<file path="config.mk">
export PLATFORM = sky130hd
export DESIGN_NAME = usb_sdram_writer
export DESIGN_NICKNAME = d
export VERILOG_FILES = /design/src/rtl/usb_sdram_pkg.sv /design/src/rtl/usb_sdram_writer_hw_packer.sv /design/src/rtl/usb_sdram_writer.sv
export SDC_FILE = /design/constraint.sdc
export NUM_CORES = 1
export LEC_CHECK = 0
export CAP_MARGIN = 20
export CORE_MARGIN = 4
export CORE_UTILIZATION = 47
export CTS_CLUSTER_SIZE = 40
export DETAILED_ROUTE_END_ITERATION = 16
export GPL_ROUTABILITY_DRIVEN = 0
export PLACE_DENSITY = 0.84
export SYNTH_ARGS = -nofsm -noshare
export SYNTH_HDL_FRONTEND = slang
export SYNTH_SLANG_ARGS = --single-unit
</file>
<file path="constraint.sdc">
create_clock -name CLK -period 3.46 [get_ports CLK]
set_input_delay 0.346 -clock CLK [delete_from_list [all_inputs] [get_ports CLK]]
set_output_delay 0.346 -clock CLK [all_outputs]
set_load 0.02 [all_outputs]
</file>
<file path="src/rtl/usb_sdram_pkg.sv">
// State encoding and shared constants for the USB half-word to SDRAM frame writer.
package usb_sdram_pkg;

    typedef enum logic [3:0] {
        S_IDLE     = 4'd0,
        S_FILL_LO  = 4'd1,
        S_FILL_HI  = 4'd2,
        S_REQ      = 4'd3,
        S_WAIT_ACK = 4'd4,
        S_RECOVER  = 4'd5,
        S_DONE     = 4'd6
    } state_e;

    localparam logic [3:0] SEL_ALL            = 4'hF;
    localparam int         DEFAULT_WORD_COUNT = 120;

endpackage

</file>
<file path="src/rtl/usb_sdram_writer_hw_packer.sv">
// Assembles two consecutive 16-bit half-words (low first) into one 32-bit word.
module hw_packer (
    input  logic        clk_i,
    input  logic        rst_i,
    input  logic        clr_i,
    input  logic        ld_lo_i,
    input  logic        ld_hi_i,
    input  logic [15:0] hw_i,
    output logic [31:0] word_o,
    output logic        phase_o
);

    logic [31:0] word_q;
    logic        phase_q;

    always_ff @(posedge clk_i or posedge rst_i) begin
        if (rst_i) begin
            word_q  <= '0;
            phase_q <= 1'b0;
        end else if (clr_i) begin
            word_q  <= '0;
            phase_q <= 1'b0;
        end else if (ld_lo_i) begin
            word_q[15:0] <= hw_i;
            phase_q      <= 1'b1;
        end else if (ld_hi_i) begin
            word_q[31:16] <= hw_i;
            phase_q       <= 1'b0;
        end
    end

    assign word_o  = word_q;
    assign phase_o = phase_q;

endmodule

</file>
<file path="src/rtl/usb_sdram_writer.sv">
// Packs a USB half-word stream into 32-bit words and writes one frame to SDRAM over classic Wishbone.
// Optional WB_TIMEOUT_EN aborts a bus cycle that receives no acknowledge within TIMEOUT cycles.
module usb_sdram_writer
    import usb_sdram_pkg::*;
#(
    parameter logic [31:0] BASE_ADDR  = 32'd0,
    parameter int          WORD_COUNT = DEFAULT_WORD_COUNT,
    parameter int          TIMEOUT    = 64
) (
    input  logic        CLK,
    input  logic        rst,
    input  logic        start,
    input  logic        in_valid,
    input  logic [15:0] in_data,
    output logic        in_ready,
    output logic        cyc_i,
    output logic        stb_i,
    output logic        we_i,
    output logic [3:0]  sel_i,
    output logic [31:0] addr_i,
    output logic [31:0] data_i,
    input  logic [31:0] data_o,
    input  logic        stall_o,
    input  logic        sdram_ack,
    output logic        busy,
    output logic        done,
    output logic        err,
    output logic [3:0]  dbg_state_o
);

    state_e      state_q, state_d;
    logic [31:0] addr_q, addr_d;
    logic [15:0] wcnt_q, wcnt_d;
    logic        armed_q, armed_d;
    logic        done_q, done_d;
    logic        err_q, err_d;
    logic        cyc_q, cyc_d;
    logic [3:0]  sel_q, sel_d;
    logic        in_ready_q, in_ready_d;
    logic        busy_q, busy_d;
    logic        pk_clr, pk_ld_lo, pk_ld_hi, pk_phase;
    logic [31:0] pk_word;
    logic        to_hit;

`ifdef WB_TIMEOUT_EN
    logic [31:0] to_cnt_q;

    // Counts cycles spent in WAIT_ACK; restarts on every new bus cycle.
    always_ff @(posedge CLK or posedge rst) begin
        if (rst) begin
            to_cnt_q <= '0;
        end else if (state_q == S_WAIT_ACK) begin
            to_cnt_q <= to_cnt_q + 32'd1;
        end else begin
            to_cnt_q <= '0;
        end
    end

    assign to_hit = (to_cnt_q == 32'(TIMEOUT - 1));
`else
    localparam int unused_timeout = TIMEOUT;
    assign to_hit = 1'b0;
`endif

    hw_packer u_packer (
        .clk_i   (CLK),
        .rst_i   (rst),
        .clr_i   (pk_clr),
        .ld_lo_i (pk_ld_lo),
        .ld_hi_i (pk_ld_hi),
        .hw_i    (in_data),
        .word_o  (pk_word),
        .phase_o (pk_phase)
    );

    always_comb begin
        state_d  = state_q;
        addr_d   = addr_q;
        wcnt_d   = wcnt_q;
        armed_d  = armed_q;
        done_d   = done_q;
        err_d    = err_q;
        pk_clr   = 1'b0;
        pk_ld_lo = 1'b0;
        pk_ld_hi = 1'b0;
        case (state_q)
            S_IDLE: begin
                if (start) begin
                    state_d = S_FILL_LO;
                    done_d  = 1'b0;
                    err_d   = 1'b0;
                    addr_d  = BASE_ADDR;
                    wcnt_d  = '0;
                    pk_clr  = 1'b1;
                end
            end
            S_FILL_LO: begin
                if (in_valid) begin
                    pk_ld_lo = 1'b1;
                    state_d  = S_FILL_HI;
                end
            end
            S_FILL_HI: begin
                if (in_valid) begin
                    pk_ld_hi = 1'b1;
                    state_d  = S_REQ;
                end
            end
            S_REQ: begin
                armed_d = 1'b0;
                state_d = S_WAIT_ACK;
            end
            S_WAIT_ACK: begin
                // The slave's ack lags cyc by a cycle, so only an ack preceded by a low cycle counts.
                if (!sdram_ack) begin
                    armed_d = 1'b1;
                end
                if (sdram_ack && armed_q) begin
                    addr_d  = addr_q + 32'd1;
                    wcnt_d  = wcnt_q + 16'd1;
                    state_d = S_RECOVER;
                end else if (to_hit) begin
                    err_d   = 1'b1;
                    state_d = S_IDLE;
                end
            end
            S_RECOVER: begin
                if (wcnt_q == 16'(WORD_COUNT)) begin
                    done_d  = 1'b1;
                    state_d = S_DONE;
                end else begin
                    state_d = S_FILL_LO;
                end
            end
            S_DONE: begin
                state_d = S_IDLE;
            end
            default: begin
                state_d = S_IDLE;
            end
        endcase
        // Bus and handshake outputs are registered images of the next state.
        cyc_d      = (state_d == S_WAIT_ACK);
        sel_d      = cyc_d ? SEL_ALL : 4'h0;
        in_ready_d = (state_d == S_FILL_LO) || (state_d == S_FILL_HI);
        busy_d     = (state_d != S_IDLE) && (state_d != S_DONE);
    end

    always_ff @(posedge CLK or posedge rst) begin
        if (rst) begin
            state_q    <= S_IDLE;
            addr_q     <= BASE_ADDR;
            wcnt_q     <= '0;
            armed_q    <= 1'b0;
            done_q     <= 1'b0;
            err_q      <= 1'b0;
            cyc_q      <= 1'b0;
            sel_q      <= 4'h0;
            in_ready_q <= 1'b0;
            busy_q     <= 1'b0;
        end else begin
            state_q    <= state_d;
            addr_q     <= addr_d;
            wcnt_q     <= wcnt_d;
            armed_q    <= armed_d;
            done_q     <= done_d;
            err_q      <= err_d;
            cyc_q      <= cyc_d;
            sel_q      <= sel_d;
            in_ready_q <= in_ready_d;
            busy_q     <= busy_d;
        end
    end

    assign in_ready    = in_ready_q;
    assign cyc_i       = cyc_q;
    assign stb_i       = cyc_q;
    assign we_i        = cyc_q;
    assign sel_i       = sel_q;
    assign addr_i      = addr_q;
    assign data_i      = pk_word;
    assign busy        = busy_q;
    assign done        = done_q;
    assign err         = err_q;
    assign dbg_state_o = state_q;

    logic unused_ok;
    assign unused_ok = ^{data_o, stall_o, pk_phase};

endmodule

</file>
==> run summary <==
The run gives 2.13 mW as the total design power. The type of the worst setup path is flop to flop. The number of placed instances, taps included, is 633. The die is 104 um tall. The number of unique standard cell types used by synthesis was 47. The first TritonRoute pass finished after 4 iterations.

Maximum number of pins on one net before global-route repair: 90. In this run, the number of DRC markers left after iteration 0 of detailed routing was 229. After the last flow step, the layout net total stands at 593. Most used flip-flop cell after synthesis: sky130_fd_sc_hd__dfrtp_1.

Yosys synthesis warning count: 0. The routed wire length per instance is 15.9 um, and the cell area after synthesis is 4370 um^2. The final number of max-transition violations was 0; the fraction of the core area covered by cells at the end of the flow was 62.4%. Setup repair after global routing left no endpoint under its margin.

Counting I/O delays and the setup requirement, the final critical path takes 2.19 ns. Number of sinks handled by clock tree synthesis: 89. The area growth from synthesis to layout is 27.0%. The data arrival time of the critical path was 2.48 ns; the number of I/O pins was 133.

The worst-case clock buffer depth was 2. The tool flagged a number of max-cap violations equal to 0. The endpoint required time on the critical path is 3.75 ns. The count of unresolved DRC violations after routing was 0; the instance count of the mapped netlist was 452.

Global routing used 19.3% of the available tracks across all layers. The maximum resistive drop on vdd is 0.173 mV. Summing all multi-input logic gate instances after layout gives 1950 um^2. The tools report the type of origin of the critical path as a flop. Buffers inserted to repair hold after CTS numbered 0. In this run, CTS created clock tree buffers numbering 9. Overall die width: 104 um. The path class of the lowest-slack min-delay path was input port to async pin.

Critical path endpoint category: a flop. TritonCTS built the clock tree. The global-route wire length before repair is 17.4 mm, and the fraction of final layout cells with drive strength greater than 1 is 7.21%.

Traced cell by cell, the critical path runs through nor2_2 > and3_4 > o211ai_1 > or3_1 > a21oi_1. The number of H-tree levels was 3. Static timing analysis puts the maximum clock frequency at 0.457 GHz.

Once the clock tree was built, the setup fixing pass inserted 0 buffers. Setup violations remaining at the end of the flow were counted as 0. The tree is rooted in a sky130_fd_sc_hd__clkbuf_8. Dividing total power by cell area gives a power density of 384 nW/um^2. The most frequent standard cell in the layout excluding fill and tap cells was sky130_fd_sc_hd__clkdlybuf4s50_1. The clock transition at the registers of the reported paths works out to 0.10 ns. At the pin with the least slew margin, the transition time is 0.679 ns.

On the worst path, the slowest cell contributes a delay of 0.58 ns. The filler cells instantiated in the layout total 722. Core footprint: 8890 um^2. The fraction of the cycle the final worst path needs is 63.3%, and the number of antenna violations at the first check in global routing is 0. Number of resized instances in the post-cts repair step: 0.

The die covers 10,900 um^2. The number of endpoints with negative hold slack in the final report was 0. Library cell contributing the largest single delay on the critical path: sky130_fd_sc_hd__and3_4. The run gives 49.1% as the initial core utilization. The setup TNS after final layout was 0 ns; the post-route non-filler standard cell count was 649. The fraction of synthesis flops using an asynchronous set or reset pin is 100%.

Summing the sequential cell areas from Yosys gives 51.0% of the chip area. Once detail routing completed, the nets flagged for antenna violations numbered 0. The run gives 7.19 mm as the sum of net half-perimeters after detailed placement. Of all nets on the critical path, the largest fanout is 52. The number of synthesized flops with an enable pin is 0, and the mean instance size in the synthesized netlist is 9.67 um^2.

The number of global-route vias before repair was 3,531. The worst-skew pair later-pin latency is 0.36 ns, and the final global-route overflow total is 0. The floorplan has 34 rows.

The worst slew slack as a fraction of its limit was 54.6%; the leakage power summed over all cells was 2.40 nW. Combined flip-flop and latch cell area: 2230 um^2. The run finished with clean final reports.

In this run the tool buffered the top-level ports with 98 buffer cells. Dividing the detail-routed via count by the number of cells gives 5.56. The repair_antennas step left the layout with diodes totalling 0. The via total after detailed routing is 3,606, and the worst-case clock skew is 0.0125 ns. The run gives 10.4 mm as the total length of routed wires. The number of synthesized register bits was 89. In the layout the commonest cells are sky130_fd_sc_hd__clkdlybuf4s50_1 (98), sky130_fd_sc_hd__dfrtp_1 (89), sky130_fd_sc_hd__nand2_1 (79), sky130_fd_sc_hd__nor2_1 (48), sky130_fd_sc_hd__a21oi_1 (40).
## path summary, 6_finish.rpt
| path | startpoint | end | slack [ns] | depth (start not counted) |
|---|---|---|---|---|
| max in group asynchronous | rst | u_packer.word_o[12]$_DFFE_PP0P_ | 2.67 | 3 |
| min in group CLK | u_packer.word_o[31]$_DFFE_PP0P_ | u_packer.word_o[31]$_DFFE_PP0P_ | 0.52 | 2 |
| setup / recovery | dbg_state_o[2]$_DFF_PP0_ | addr_i[24]$_DFFE_PP0P_ | 1.27 | 5 |
| setup reg to reg | dbg_state_o[2]$_DFF_PP0_ | addr_i[24]$_DFFE_PP0P_ | 1.27 | 5 |
| hold / removal | rst | u_packer.word_o[19]$_DFFE_PP0P_ | 0.39 | 3 |
| hold reg to reg | u_packer.word_o[31]$_DFFE_PP0P_ | u_packer.word_o[31]$_DFFE_PP0P_ | 0.52 | 2 |
## state kept, by name, indices dropped and copies added, names as in the netlist
| name | count |
|---|---|
| u_packer.word_o | 32 |
| done | 1 |
| busy | 1 |
| armed_q | 1 |
| dbg_state_o | 4 |
| addr_i | 32 |
| in_ready | 1 |
| sel_i | 1 |
| wcnt_q | 16 |
## stage by stage
stage / setup WS (ns) / area (um^2) / hold WS [ns]
2_1_floorplan: 0.807 / 4370 / 0.477
3_3_place_gp: 1.21 / 5370 / 0.511
3_5_place_dp: 1.15 / 5370 / 0.514
4_1_cts: 1.27 / 5550 / 0.420
5_1_grt: 1.07 / 5550 / 0.434
6_report: 1.27 / 5550 / 0.391
## critical path: cells and delay by family, from the launching register on
family / cells / cell delay [ns]
AO/OA/AOI/OAI: 2 / 0.40
AND/OR/NAND/NOR: 3 / 1.19
flip-flops: 1 / 0.50
## per-layer routing
metal,vias to the layer above,wire [um],GRT usage [%]
met1,1777,4590,25.9
met2,100,5010,31.3
met5,-,0,0
li1,1713,-,-
met4,0,147,6.36
met3,16,602,4.22
## layout make-up
cell class / instances / share of cell area [%]
multi-input combinational: 327 / 35.2
timing repair buffer: 102 / 18.4
clock inverter: 6 / 0.789
clock buffer: 10 / 2.48
sequential: 89 / 40.1
inverter: 7 / 0.496
tap: 108 / 2.44
## where the power goes
part           switching, mW  internal, mW
Sequential            0.0370          1.09
Combinational          0.194         0.150
Clock                  0.375         0.282
Total                  0.607          1.52
## Yosys cell counts (2+ instances only)
library cell	count	area, um^2
sky130_fd_sc_hd__o21ai_0	14	70.1
sky130_fd_sc_hd__nor2b_1	2	12.5
sky130_fd_sc_hd__or3_1	7	43.8
sky130_fd_sc_hd__clkbuf_1	4	15.0
sky130_fd_sc_hd__a22o_1	2	17.5
sky130_fd_sc_hd__and3_1	8	50.1
sky130_fd_sc_hd__nand4_2	2	25.0
sky130_fd_sc_hd__and2_1	3	18.8
sky130_fd_sc_hd__nand3_1	13	65.1
sky130_fd_sc_hd__nand4_1	6	37.5
sky130_fd_sc_hd__ha_1	3	37.5
sky130_fd_sc_hd__dfrtp_1	89	2230
sky130_fd_sc_hd__and4_1	5	43.8
sky130_fd_sc_hd__inv_1	7	26.3
sky130_fd_sc_hd__nand2b_1	3	18.8
sky130_fd_sc_hd__nand2_1	79	297
sky130_fd_sc_hd__buf_4	8	60.1
sky130_fd_sc_hd__o2111ai_1	12	105
sky130_fd_sc_hd__xor2_1	35	307
sky130_fd_sc_hd__buf_2	18	90.1
sky130_fd_sc_hd__a21oi_1	40	200
sky130_fd_sc_hd__nor4_4	2	42.5
sky130_fd_sc_hd__nor3_1	5	25.0
sky130_fd_sc_hd__o211ai_1	9	67.6
sky130_fd_sc_hd__xnor2_1	4	35.0
sky130_fd_sc_hd__nor4_1	2	12.5
sky130_fd_sc_hd__nor2_4	3	33.8
sky130_fd_sc_hd__nor2_1	48	180
## logic make-up after synthesis
kind of cell,after synthesis,synth area share (%)
mux,1,0.229
simple gates,199,23.7
flops,89,51.0
fa+ha+maj,3,0.859
buf+inv,37,4.38
compound gates,83,11.9
xor+xnor,39,7.82
other cells,1,0.0858
Note: power is estimated with default switching activity, not from simulation.
